--- src/rtl/mem_arbiter.sv ---
// Arbitrates icache fetches and LSB loads/stores onto one memory controller port.
// Each requester has a one-entry slot; LS has priority unless a waiting fetch has starved.
module mem_arbiter #(
  parameter int STARVE_LIMIT = 4
) (
  input  logic        clk_in,
  input  logic        rst_in,
  input  logic        rdy_in,
  input  logic        flush_in,
  input  logic        if_req,
  input  logic [31:0] if_addr,
  output logic        if_ack,
  output logic        if_done,
  output logic [31:0] if_data,
  input  logic        ls_req,
  input  logic        ls_store,
  input  logic [31:0] ls_addr,
  input  logic [31:0] ls_data,
  input  logic [2:0]  ls_op,
  output logic        ls_ack,
  output logic        ls_done,
  output logic [31:0] ls_rdata,
  output logic        mc_fetch,
  output logic [31:0] mc_fetch_addr,
  output logic        mc_io,
  output logic        mc_store,
  output logic [31:0] mc_addr,
  output logic [31:0] mc_data,
  output logic [2:0]  mc_op,
  input  logic        mc_working,
  input  logic        mc_back,
  input  logic [31:0] mc_back_ins,
  input  logic        mc_res_avail,
  input  logic [31:0] mc_res
);

  typedef enum logic [1:0] {IDLE, ISSUE, WAIT, DROP} state_t;
  typedef enum logic [1:0] {OWN_NONE, OWN_IF, OWN_LS} owner_t;

  localparam int unsigned LIMIT = STARVE_LIMIT;

  state_t      state, state_d;
  owner_t      owner, owner_d;
  logic [2:0]  starve, starve_d;
  logic        if_valid, if_valid_d;
  logic [31:0] if_slot_addr, if_slot_addr_d;
  logic        ls_valid, ls_valid_d;
  logic        ls_slot_store, ls_slot_store_d;
  logic [31:0] ls_slot_addr, ls_slot_addr_d;
  logic [31:0] ls_slot_data, ls_slot_data_d;
  logic [2:0]  ls_slot_op, ls_slot_op_d;

  logic        if_ack_d, if_done_d, ls_ack_d, ls_done_d;
  logic [31:0] if_data_d, ls_rdata_d;
  logic        mc_fetch_d, mc_io_d, mc_store_d;
  logic [31:0] mc_fetch_addr_d, mc_addr_d, mc_data_d;
  logic [2:0]  mc_op_d;

  logic        if_avail, if_free, ls_free, grant_if, grant_ls;

  always_comb begin
    state_d         = state;
    owner_d         = owner;
    starve_d        = starve;
    if_valid_d      = if_valid;
    if_slot_addr_d  = if_slot_addr;
    ls_valid_d      = ls_valid;
    ls_slot_store_d = ls_slot_store;
    ls_slot_addr_d  = ls_slot_addr;
    ls_slot_data_d  = ls_slot_data;
    ls_slot_op_d    = ls_slot_op;
    if_ack_d        = 1'b0;
    if_done_d       = 1'b0;
    ls_ack_d        = 1'b0;
    ls_done_d       = 1'b0;
    if_data_d       = if_data;
    ls_rdata_d      = ls_rdata;
    mc_fetch_d      = mc_fetch;
    mc_fetch_addr_d = mc_fetch_addr;
    mc_io_d         = mc_io;
    mc_store_d      = mc_store;
    mc_addr_d       = mc_addr;
    mc_data_d       = mc_data;
    mc_op_d         = mc_op;
    if_free         = 1'b0;
    ls_free         = 1'b0;
    grant_if        = 1'b0;
    grant_ls        = 1'b0;
    if_avail        = if_valid && !flush_in;

    case (state)
      IDLE: begin
        if (ls_valid && !(if_avail && (32'(starve) >= LIMIT))) begin
          grant_ls   = 1'b1;
          mc_io_d    = 1'b1;
          mc_store_d = ls_slot_store;
          mc_addr_d  = ls_slot_addr;
          mc_data_d  = ls_slot_data;
          mc_op_d    = ls_slot_op;
          owner_d    = OWN_LS;
          state_d    = ISSUE;
        end else if (if_avail) begin
          grant_if        = 1'b1;
          mc_fetch_d      = 1'b1;
          mc_fetch_addr_d = if_slot_addr;
          owner_d         = OWN_IF;
          state_d         = ISSUE;
        end
      end
      ISSUE: begin
        // A flushed fetch the controller never took can simply be withdrawn.
        if (owner == OWN_IF && flush_in) begin
          mc_fetch_d = 1'b0;
          state_d    = mc_working ? DROP : IDLE;
          owner_d    = mc_working ? OWN_IF : OWN_NONE;
        end else if (mc_working) begin
          mc_fetch_d = 1'b0;
          mc_io_d    = 1'b0;
          state_d    = WAIT;
        end
      end
      WAIT: begin
        if (owner == OWN_IF) begin
          if (flush_in) begin
            state_d = mc_back ? IDLE : DROP;
            owner_d = mc_back ? OWN_NONE : OWN_IF;
          end else if (mc_back) begin
            if_data_d = mc_back_ins;
            if_done_d = 1'b1;
            if_free   = 1'b1;
            state_d   = IDLE;
            owner_d   = OWN_NONE;
          end
        end else if (mc_res_avail) begin
          ls_rdata_d = ls_slot_store ? 32'd0 : mc_res;
          ls_done_d  = 1'b1;
          ls_free    = 1'b1;
          state_d    = IDLE;
          owner_d    = OWN_NONE;
        end
      end
      DROP: begin
        if (mc_back) begin
          state_d = IDLE;
          owner_d = OWN_NONE;
        end
      end
      default: begin
        state_d = IDLE;
        owner_d = OWN_NONE;
      end
    endcase

    // A slot may refill on the same edge its previous request completes.
    if (flush_in || if_free)
      if_valid_d = 1'b0;
    if (if_req && !flush_in && !if_ack && (!if_valid || if_free)) begin
      if_valid_d     = 1'b1;
      if_slot_addr_d = if_addr;
      if_ack_d       = 1'b1;
    end
    if (ls_free)
      ls_valid_d = 1'b0;
    if (ls_req && !ls_ack && (!ls_valid || ls_free)) begin
      ls_valid_d      = 1'b1;
      ls_slot_store_d = ls_store;
      ls_slot_addr_d  = ls_addr;
      ls_slot_data_d  = ls_data;
      ls_slot_op_d    = ls_op;
      ls_ack_d        = 1'b1;
    end

    if (grant_if)
      starve_d = 3'd0;
    else if (grant_ls && if_avail && starve != 3'd7)
      starve_d = starve + 3'd1;
    if (!if_valid_d)
      starve_d = 3'd0;
  end

  // rdy_in low holds everything; one-cycle pulses simply end rather than repeat.
  always_ff @(posedge clk_in) begin
    if (rst_in) begin
      state         <= IDLE;
      owner         <= OWN_NONE;
      starve        <= 3'd0;
      if_valid      <= 1'b0;
      if_slot_addr  <= 32'd0;
      ls_valid      <= 1'b0;
      ls_slot_store <= 1'b0;
      ls_slot_addr  <= 32'd0;
      ls_slot_data  <= 32'd0;
      ls_slot_op    <= 3'd0;
      if_ack        <= 1'b0;
      if_done       <= 1'b0;
      if_data       <= 32'd0;
      ls_ack        <= 1'b0;
      ls_done       <= 1'b0;
      ls_rdata      <= 32'd0;
      mc_fetch      <= 1'b0;
      mc_fetch_addr <= 32'd0;
      mc_io         <= 1'b0;
      mc_store      <= 1'b0;
      mc_addr       <= 32'd0;
      mc_data       <= 32'd0;
      mc_op         <= 3'd0;
    end else if (rdy_in) begin
      state         <= state_d;
      owner         <= owner_d;
      starve        <= starve_d;
      if_valid      <= if_valid_d;
      if_slot_addr  <= if_slot_addr_d;
      ls_valid      <= ls_valid_d;
      ls_slot_store <= ls_slot_store_d;
      ls_slot_addr  <= ls_slot_addr_d;
      ls_slot_data  <= ls_slot_data_d;
      ls_slot_op    <= ls_slot_op_d;
      if_ack        <= if_ack_d;
      if_done       <= if_done_d;
      if_data       <= if_data_d;
      ls_ack        <= ls_ack_d;
      ls_done       <= ls_done_d;
      ls_rdata      <= ls_rdata_d;
      mc_fetch      <= mc_fetch_d;
      mc_fetch_addr <= mc_fetch_addr_d;
      mc_io         <= mc_io_d;
      mc_store      <= mc_store_d;
      mc_addr       <= mc_addr_d;
      mc_data       <= mc_data_d;
      mc_op         <= mc_op_d;
    end else begin
      if_ack  <= 1'b0;
      if_done <= 1'b0;
      ls_ack  <= 1'b0;
      ls_done <= 1'b0;
    end
  end

endmodule

--- config.mk ---
export PLATFORM = sky130hd
export DESIGN_NAME = mem_arbiter
export DESIGN_NICKNAME = d
export VERILOG_FILES = /design/src/rtl/mem_arbiter.sv
export SDC_FILE = /design/constraint.sdc
export NUM_CORES = 1
export LEC_CHECK = 0
export ABC_AREA = 0
export ABC_CLOCK_PERIOD_IN_PS = 2400
export CORE_ASPECT_RATIO = 0.75
export CORE_MARGIN = 4
export CORE_UTILIZATION = 45
export CTS_CLUSTER_SIZE = 8
export DETAILED_ROUTE_END_ITERATION = 10
export PLACE_DENSITY_LB_ADDON = 0.25
export RECOVER_POWER = 50
export SYNTH_ARGS = -nofsm -noshare
export SYNTH_HDL_FRONTEND = slang
export SYNTH_SLANG_ARGS = --single-unit
--- constraint.sdc ---
create_clock -name clk_in -period 2.4 [get_ports clk_in]
set_input_delay 0.36 -clock clk_in [delete_from_list [all_inputs] [get_ports clk_in]]
set_output_delay 0.36 -clock clk_in [all_outputs]
set_load 0.1 [all_outputs]
==> results of run 1 <==
[metrics by stage]
| stage | instances | hold WS (ns) | setup slack, ns | total power [mW] |
|---|---|---|---|---|
| finish | 1829 | 0.220 | 0.236 | 10.6 |
| global route | 1829 | 0.219 | 0.132 | 11.0 |
| CTS | 1829 | 0.198 | 0.352 | 10.7 |
| detailed placement | 1785 | 0.438 | 0.180 | 5.85 |
| global placement | 1785 | 0.432 | 0.237 | 5.84 |
| floorplan | 1223 | 0.428 | 0.412 | 5.35 |
[sequential cells by signal (all words and copies together), names as in the netlist, 2 cells and up]
name	flops
ls_slot_op	3
ls_slot_addr	32
if_slot_addr	32
ls_slot_data	32
owner	2
mc_op	3
state	2
mc_data	32
if_data	32
mc_fetch_addr	32
mc_addr	32
starve	3
ls_rdata	32
[metal layers]
metal | up-vias | share of wire | GRT usage
met4 | 0 | 0.019 | 0.0596
met1 | 4674 | 0.41 | 0.298
met2 | 387 | 0.47 | 0.378
met3 | 42 | 0.099 | 0.0814
li1 | 4811 | - | -
met5 | - | 0 | 0
[path summary, 6_finish.rpt]
kind,start,endpoint,slack (ns),cells after the start
max,state[1],mc_data[4],0.24,6
min,rst_in,mc_addr[10],0.22,2
max reg2reg,state[1],mc_data[4],0.24,6
min reg2reg,ls_slot_addr[21],mc_addr[21],0.44,2
[cell usage in the layout, fill, tap and decap left out, types with 5 or more instances in the layout]
| cell type | Yosys | final |
|---|---|---|
| inv_1 | 9 | 9 |
| nor2_1 | 9 | 8 |
| a22o_1 | 32 | 32 |
| buf_4 | 1 | 13 |
| o31ai_1 | 5 | 5 |
| nand2b_1 | 10 | 10 |
| dfxtp_1 | 279 | 279 |
| clkdlybuf4s50_1 | 0 | 171 |
| nand3_1 | 104 | 104 |
| nor2b_1 | 7 | 7 |
| clkbuf_2 | 0 | 93 |
| nand2_1 | 272 | 272 |
| a21oi_1 | 237 | 237 |
| o21ai_0 | 101 | 101 |
| clkbuf_16 | 0 | 41 |
| clkbuf_1 | 93 | 82 |
| buf_12 | 0 | 16 |
[kinds of logic after synthesis]
group                      count (synthesis)  share of synthesized area
and+or+nand+nor                          421                      0.179
AOI/OAI and AO/OA                        404                      0.223
DFF                                      279                      0.551
buffers and inverters                    117                     0.0452
adders and majority gates                  2                    0.00247
[worst register-to-register path: stages, from the launching register on]
cell,delay (ns)
dfxtp_1,0.44
or2_0,0.29
a2111oi_0,0.73
buf_12,0.21
buf_12,0.18
nand2_1,0.09
a21oi_1,0.13
[layout make-up]
type,count,area share
Clock inverter,2,0.00124
Multi-Input combinational cell,827,0.294
Inverter,9,0.00240
Timing Repair Buffer,376,0.207
Sequential cell,279,0.396
Clock buffer,42,0.0731
Tap cell,294,0.0261
[power breakdown]
part           leakage (nW)  switching [mW]  total (mW)  internal, mW
Clock                 0.515            1.87        4.87          2.99
Sequential             2.26          0.0558        4.80          4.74
Combinational          2.25           0.533       0.952         0.419
Total                  5.02            2.46        10.6          8.15
==> impl_metrics.env, run 1 <==
export IMPL_drtIter0Drc=735
export IMPL_layout_drive_gt1_share=0.115
export IMPL_max_cap_violations=0
export IMPL_crit_top_cell="buf_12"
export IMPL_multi_input_area_um2=4140
export IMPL_dr_total_vias=9914
export IMPL_power_leakage_nw=5.02
export IMPL_clock_latency_ns=0.50
export IMPL_layout_area_seq_um2=5590
export IMPL_antenna_found_initial=0
export IMPL_final_net_count=1708
export IMPL_utilization=0.637
export IMPL_drtAntennaViolNets=0
export IMPL_firstDrtPassIters=7
export IMPL_crit_family="compound AO/OA/AOI/OAI gates"
export IMPL_port_buffers=342
export IMPL_layout_min_cycle_time_ns=2.16
export IMPL_grt_overflow=0
export IMPL_hold_buffers=0
export IMPL_crit_buf_inv=2
export IMPL_rsz0062_at_grt="no"
export IMPL_synth_area_leaders="dfxtp_1, a21oi_1, nand2_1"
export IMPL_avgSynthCellArea_um2=8.29
export IMPL_core_um2=22100
export IMPL_cp_slowest_stage_delay_ns=0.73
export IMPL_cts_setup_buffers=0
export IMPL_path_class="register to register"
export IMPL_critPathSlowestCell="a2111oi_0"
export IMPL_tightestPinTransition_ns=1.25
export IMPL_setup_viol=0
export IMPL_rows=47
export IMPL_p_per_area_nw_per_um2=753
export IMPL_crit_chain="or2_0, a2111oi_0, buf_12, buf_12, nand2_1, a21oi_1"
export IMPL_fin_crit_sh=0.902
export IMPL_grt_max_degree=109
export IMPL_report_final_hold_viol_count=0
export IMPL_place_gp_congestion=0.852
export IMPL_dp_hpwl_um=20500
export IMPL_vias_per_cell=5.42
export IMPL_status="finished, final reports clean"
export IMPL_synth_edf_count=0
export IMPL_peakVddDrop_mv=0.576
export IMPL_top_level_ports=343
export IMPL_cts_resized_gates=0
export IMPL_cts_buffers=40
export IMPL_final_area_um2=14100
export IMPL_grt_pass1_vias=9467
export IMPL_wl_per_cell_um=17.0
export IMPL_netlist_instances=1223
export IMPL_synth_fp_nets=1398
export IMPL_cts_buffer_depth=3
export IMPL_slew_headroom=0.171
export IMPL_synth_cell_types=50
export IMPL_synth_top_area_frac=0.551
export IMPL_grt_first_pass_wirelength_um=49200
export IMPL_grt_util_all_layers=0.233
export IMPL_syn_to_final_growth_pct=38.9
export IMPL_drc=0
export IMPL_place_area_um2=13600
export IMPL_worstPathMaxFanout=30
export IMPL_worstPathArrival_ns=2.59
export IMPL_skew_ns=0.00665
export IMPL_async_reset_ff_frac=0
export IMPL_routed_wl_um=31000
export IMPL_ys_ff_latch=279
export IMPL_synth_most_common_cell="dfxtp_1"
export IMPL_ys_top_cells_by_count="dfxtp_1, nand2_1, a21oi_1"
export IMPL_cts_root_buffer="clkbuf_16"
export IMPL_drv_slew=0
export IMPL_fillers=1963
export IMPL_start_util=0.459
export IMPL_diodes=0
export IMPL_critPathCaptureType="register"
export IMPL_die_w_um=181
export IMPL_die_y_um=138
export IMPL_timing_setup_tns_ns=0
export IMPL_critPathLaunchType="register"
export IMPL_synth_top_cell_by_area="dfxtp_1"
export IMPL_max_freq_mhz=462
export IMPL_synth_ff_type="dfxtp_1"
export IMPL_die_area_um2=25000
export IMPL_cts_tree="built"
export IMPL_clock_sinks=279
export IMPL_synth_yosys_seq_area_share=0.551
export IMPL_ys_warn_count=0
export IMPL_clk_pin_slew_ns=0.05
export IMPL_min_path_type="input port to register"
export IMPL_htreeDepth=2
export IMPL_required_ns=2.82
export IMPL_synth_area_um2=10100
Note: power is estimated with default switching activity, not from simulation.
==> inputs of run 2 (changes only) <==
- RECOVER_POWER: 50 -> 100
- TNS_END_PERCENT: not set -> 1
==> run 2 against run 1 <==
  * Clock power about the same
  * Non-clock buffer count stayed put
  * Die area stayed put
  * Highest routed layer unchanged
==> impl_metrics.env, run 2 (same netlist as run 1, synthesis figures left out) <==
export IMPL_status="finished, final reports clean"
export IMPL_grt_max_degree=109
export IMPL_cts_root_buffer="clkbuf_16"
export IMPL_setup_ws_ns=0.237
export IMPL_cts_resized_gates=0
export IMPL_die_y_um=138
export IMPL_utilization=0.637
export IMPL_p_per_area_nw_per_um2=753
export IMPL_die_area_um2=25000
export IMPL_required_ns=2.82
export IMPL_critPathLaunchType="register"
export IMPL_grt_pass1_vias=9467
export IMPL_grt_overflow=0
export IMPL_place_gp_congestion=0.852
export IMPL_routed_wl_um=31000
export IMPL_hold_path_cell_count=2
export IMPL_grt_util_all_layers=0.233
export IMPL_dp_slack_ns=0.180
export IMPL_path_class="register to register"
export IMPL_skew_ns=0.00843
export IMPL_top_usage_layer="met2"
export IMPL_use_met1=0.298
export IMPL_core_um2=22100
export IMPL_diodes=0
export IMPL_max_freq_mhz=462
export IMPL_worstPathArrival_ns=2.59
export IMPL_power_leakage_nw=5.02
export IMPL_final_cell_mix="dfxtp_1, nand2_1, a21oi_1, clkdlybuf4s50_1, nand3_1"
export IMPL_hold_buffers=0
export IMPL_htreeDepth=2
export IMPL_max_cap_violations=0
export IMPL_worstPathMaxFanout=30
export IMPL_slew_headroom=0.171
export IMPL_dp_cells=1785
export IMPL_layout_area_seq_um2=5590
export IMPL_vias_per_cell=5.43
export IMPL_multi_input_area_um2=4140
export IMPL_min_path_type="input port to register"
export IMPL_clock_sinks=279
export IMPL_top_level_ports=343
export IMPL_rsz0062_at_grt="no"
export IMPL_drtIter0Drc=732
export IMPL_layout_commonest_cell="dfxtp_1"
export IMPL_worstReg2RegStart="state[1]"
export IMPL_setup_viol=0
export IMPL_die_w_um=181
export IMPL_drv_slew=0
export IMPL_dp_hpwl_um=20500
export IMPL_critPathCaptureType="register"
export IMPL_clock_latency_ns=0.50
export IMPL_timing_setup_tns_ns=0
export IMPL_cts_buffer_depth=3
export IMPL_grt_first_pass_wirelength_um=49200
export IMPL_syn_to_final_growth_pct=38.9
export IMPL_firstDrtPassIters=9
export IMPL_reg2reg_setup_slack_ns=0.24
export IMPL_drc=0
export IMPL_wl_per_cell_um=17.0
export IMPL_layout_drive_gt1_share=0.115
export IMPL_reg2reg_to="mc_data[4]"
export IMPL_layout_min_cycle_time_ns=2.16
export IMPL_tightestPinTransition_ns=1.25
export IMPL_dr_total_vias=9940
export IMPL_rows=47
export IMPL_fillers=1963
export IMPL_clk_pin_slew_ns=0.05
export IMPL_fin_cells=1829
export IMPL_use_met2=0.378
export IMPL_hold_slack_ns=0.221
export IMPL_peakVddDrop_mv=0.576
export IMPL_holdCritStartpoint="rst_in"
export IMPL_fin_crit_sh=0.901
export IMPL_min_to="mc_addr[10]"
export IMPL_start_util=0.459
export IMPL_drtAntennaViolNets=0
export IMPL_cts_tree="built"
export IMPL_use_met3=0.0814
export IMPL_port_buffers=342
export IMPL_cts_setup_buffers=0
export IMPL_report_final_hold_viol_count=0
export IMPL_antenna_found_initial=0
export IMPL_final_net_count=1708
export IMPL_r2r_cells=6
export IMPL_cts_buffers=40
[run 2: how the worst max path moves through the flow]
stage / endpoint / startpoint
after floorplan: if_slot_addr[10] / if_ack
after global placement: starve[0] / rdy_in
after detailed placement: mc_data[2] / rdy_in
after CTS: ls_rdata[5] / state[1]
after global routing: mc_addr[23] / state[1]
final: mc_data[4] / state[1]
[run 2: critical path: stages (launching register included)]
cell	delay (ns)
dfxtp_1	0.44
or2_0	0.29
a2111oi_0	0.73
buf_12	0.21
buf_12	0.18
nand2_1	0.08
a21oi_1	0.13
[run 2: final cells by class]
type / count / area share
timing repair buffer: 376 / 0.207
multi-input combinational: 827 / 0.294
inverter: 9 / 0.00240
sequential: 279 / 0.396
clock inverter: 2 / 0.00124
tap: 294 / 0.0261
clock buffer: 42 / 0.0731
[run 2: power by group]
| group | switching [mW] | total [mW] | internal, mW |
|---|---|---|---|
| Combinational | 0.533 | 0.952 | 0.419 |
| Clock | 1.88 | 4.87 | 2.99 |
| Sequential | 0.0557 | 4.80 | 4.74 |
[run 2: per-stage QoR]
stage                     cell area, um^2  total power [mW]
final                               14100              10.6
after global routing                14100              11.0
after floorplan                     10100              5.35
after CTS                           14700              10.7
after detailed placement            13600              5.85
after global placement              13600              5.84
[run 2: per-layer routing]
metal | up-vias | wire (um)
met5 | - | 0
met1 | 4696 | 12800
met4 | 0 | 591
met3 | 41 | 3060
met2 | 391 | 14600
li1 | 4812 | -
==> inputs of run 3 (changes only) <==
- ABC_AREA: 0 -> 1
- CORE_MARGIN: 4 -> not set
==> run 3 against run 2 <==
  * Global-route usage is 0.79 points higher
  * Via count fell by 4.3%
  * Clock skew rose by 0.0099 ns
  * Clock power fell by 2%
  * Largest power group is now sequential cells
==> impl_metrics.env, run 3 <==
export IMPL_worstReg2RegStart="state[1]"
export IMPL_hold_buffers=0
export IMPL_place_gp_congestion=0.855
export IMPL_die_area_um2=22900
export IMPL_rows=46
export IMPL_dp_cells=1841
export IMPL_ys_warn_count=0
export IMPL_synth_fa_ha_area_frac=0.00249
export IMPL_clock_latency_ns=0.51
export IMPL_port_buffers=342
export IMPL_routed_wl_um=28200
export IMPL_setup_ws_ns=0.283
export IMPL_report_final_hold_viol_count=0
export IMPL_synthSimpleGateAreaFrac=0.191
export IMPL_rsz0062_at_grt="no"
export IMPL_cts_tree="built"
export IMPL_clock_sinks=279
export IMPL_synth_area_um2=10100
export IMPL_cts_buffers=40
export IMPL_ys_ff_latch=279
export IMPL_crit_top_cell="nor2_1"
export IMPL_clk_pin_slew_ns=0.05
export IMPL_core_um2=21500
export IMPL_critPathLaunchType="register"
export IMPL_synth_most_common_cell="dfxtp_1"
export IMPL_synth_top_family_by_area="simple AND/OR/NAND/NOR gates"
export IMPL_grt_max_degree=79
export IMPL_peakVddDrop_mv=0.451
export IMPL_final_net_count=1770
export IMPL_hold_path_cell_count=4
export IMPL_grt_pass1_vias=8727
export IMPL_cts_setup_buffers=0
export IMPL_wl_per_cell_um=15.0
export IMPL_skew_ns=0.0183
export IMPL_max_freq_mhz=472
export IMPL_critPathSlowestCell="dfxtp_1"
export IMPL_synth_edf_count=0
export IMPL_max_cap_violations=0
export IMPL_grt_overflow=0
export IMPL_cts_resized_gates=0
export IMPL_setup_viol=0
export IMPL_use_met3=0.0622
export IMPL_path_depth=8
export IMPL_worstPathArrival_ns=2.51
export IMPL_crit_family="simple AND/OR/NAND/NOR gates"
export IMPL_netlist_instances=1286
export IMPL_synth_top_area_frac=0.556
export IMPL_layout_min_cycle_time_ns=2.12
export IMPL_drtAntennaViolNets=0
export IMPL_cts_root_buffer="clkbuf_16"
export IMPL_required_ns=2.79
export IMPL_slew_headroom=0.186
export IMPL_min_path_type="input port to register"
export IMPL_cts_buffer_depth=3
export IMPL_crit_buf_inv=3
export IMPL_firstDrtPassIters=5
export IMPL_start_util=0.467
export IMPL_power_leakage_nw=5.36
export IMPL_top_usage_layer="met2"
export IMPL_layout_drive_gt1_share=0.0921
export IMPL_synth_ff_type="dfxtp_1"
export IMPL_layout_commonest_cell="dfxtp_1"
export IMPL_hold_slack_ns=0.340
export IMPL_async_reset_ff_frac=0
export IMPL_drv_slew=0
export IMPL_crit_chain="inv_2, nor2_1, nand3_1, nor2_1, inv_1, clkbuf_2, nor2_1, nor2_1"
export IMPL_worstPathMaxFanout=33
export IMPL_setup_worst_path_start="state[1]"
export IMPL_fin_cells=1884
export IMPL_synth_fp_nets=1461
export IMPL_die_w_um=175
export IMPL_synth_mux_area_frac=0
export IMPL_r2r_cells=8
export IMPL_status="finished, final reports clean"
export IMPL_use_met1=0.316
export IMPL_synth_compound_area_share=0.176
export IMPL_p_per_area_nw_per_um2=794
export IMPL_grt_first_pass_wirelength_um=45300
export IMPL_cp_slowest_stage_delay_ns=0.48
export IMPL_synth_xor_area_frac=0
export IMPL_synth_top_cell_by_area="dfxtp_1"
export IMPL_drc=0
export IMPL_dr_total_vias=9514
export IMPL_utilization=0.636
export IMPL_use_met2=0.384
export IMPL_top_level_ports=343
export IMPL_fillers=1970
export IMPL_holdCritStartpoint="rst_in"
export IMPL_synth_area_leaders="dfxtp_1, o21ai_0, nor2_1"
export IMPL_dp_hpwl_um=18600
export IMPL_antenna_found_initial=0
export IMPL_final_cell_mix="dfxtp_1, nor2_1, o21ai_0, clkdlybuf4s50_1, a21oi_1"
export IMPL_path_class="register to register"
export IMPL_finalPower_mw=10.9
export IMPL_tightestPinTransition_ns=1.23
export IMPL_ys_top_cells_by_count="dfxtp_1, nor2_1, o21ai_0"
export IMPL_vias_per_cell=5.05
export IMPL_synth_yosys_seq_area_share=0.556
export IMPL_critPathCaptureType="register"
export IMPL_die_y_um=131
export IMPL_htreeDepth=2
export IMPL_syn_to_final_growth_pct=36.3
export IMPL_final_area_um2=13700
export IMPL_synth_cell_types=28
export IMPL_diodes=0
export IMPL_dp_slack_ns=0.202
export IMPL_grt_util_all_layers=0.240
export IMPL_avgSynthCellArea_um2=7.82
export IMPL_drtIter0Drc=626
export IMPL_timing_setup_tns_ns=0
export IMPL_fin_crit_sh=0.882
export IMPL_place_area_um2=13300
## run 3: cell count changes in the layout (fill, tap and decap cells not counted), sizes merged, moves of 7 or more
| cell | before | now |
|---|---|---|
| a21oi | 237 | 142 |
| a22o | 32 | 0 |
| inv | 11 | 90 |
| nand2 | 272 | 127 |
| nand2b | 10 | 0 |
| nand3 | 104 | 113 |
| nor2 | 9 | 224 |
| nor2b | 7 | 0 |
| o21ai | 102 | 203 |
## run 3: layer usage
layer | up-vias | share of wire
met5 | - | 0
met4 | 0 | 0.024
met1 | 4347 | 0.45
met3 | 53 | 0.077
met2 | 316 | 0.45
li1 | 4798 | -
## run 3: cell type report
cell class	instances	area (um^2)	area share
timing repair buffer	364	2670	0.195
clock buffer	41	1000	0.0733
clock inverter	2	25.0	0.00183
sequential	279	5590	0.408
tap	288	360	0.0263
multi-input combinational	820	3710	0.271
inverter	90	340	0.0248
## run 3: report_power, final
group          switching, mW  internal [mW]  total [mW]
clock network           1.83           2.92        4.75
logic                  0.770          0.449        1.22
registers             0.0885           4.81        4.90
total                   2.69           8.19        10.9
## run 3: path summary, 6_finish.rpt
check	to	slack, ns
setup / recovery	if_data[31]	0.28
hold / removal	starve[0]	0.34
setup reg to reg	if_data[31]	0.28
hold reg to reg	if_slot_addr[20]	0.44
## run 3: worst min-delay path, cell delays in order
cell	delay (ns)
buf_2	0.11
inv_4	0.16
nand2_1	0.12
nor2_1	0.03
## run 3: kinds of logic after synthesis
logic type,after synthesis
buf+inv,187
fa+ha+maj,2
compound gates,350
flops,279
simple gates,468
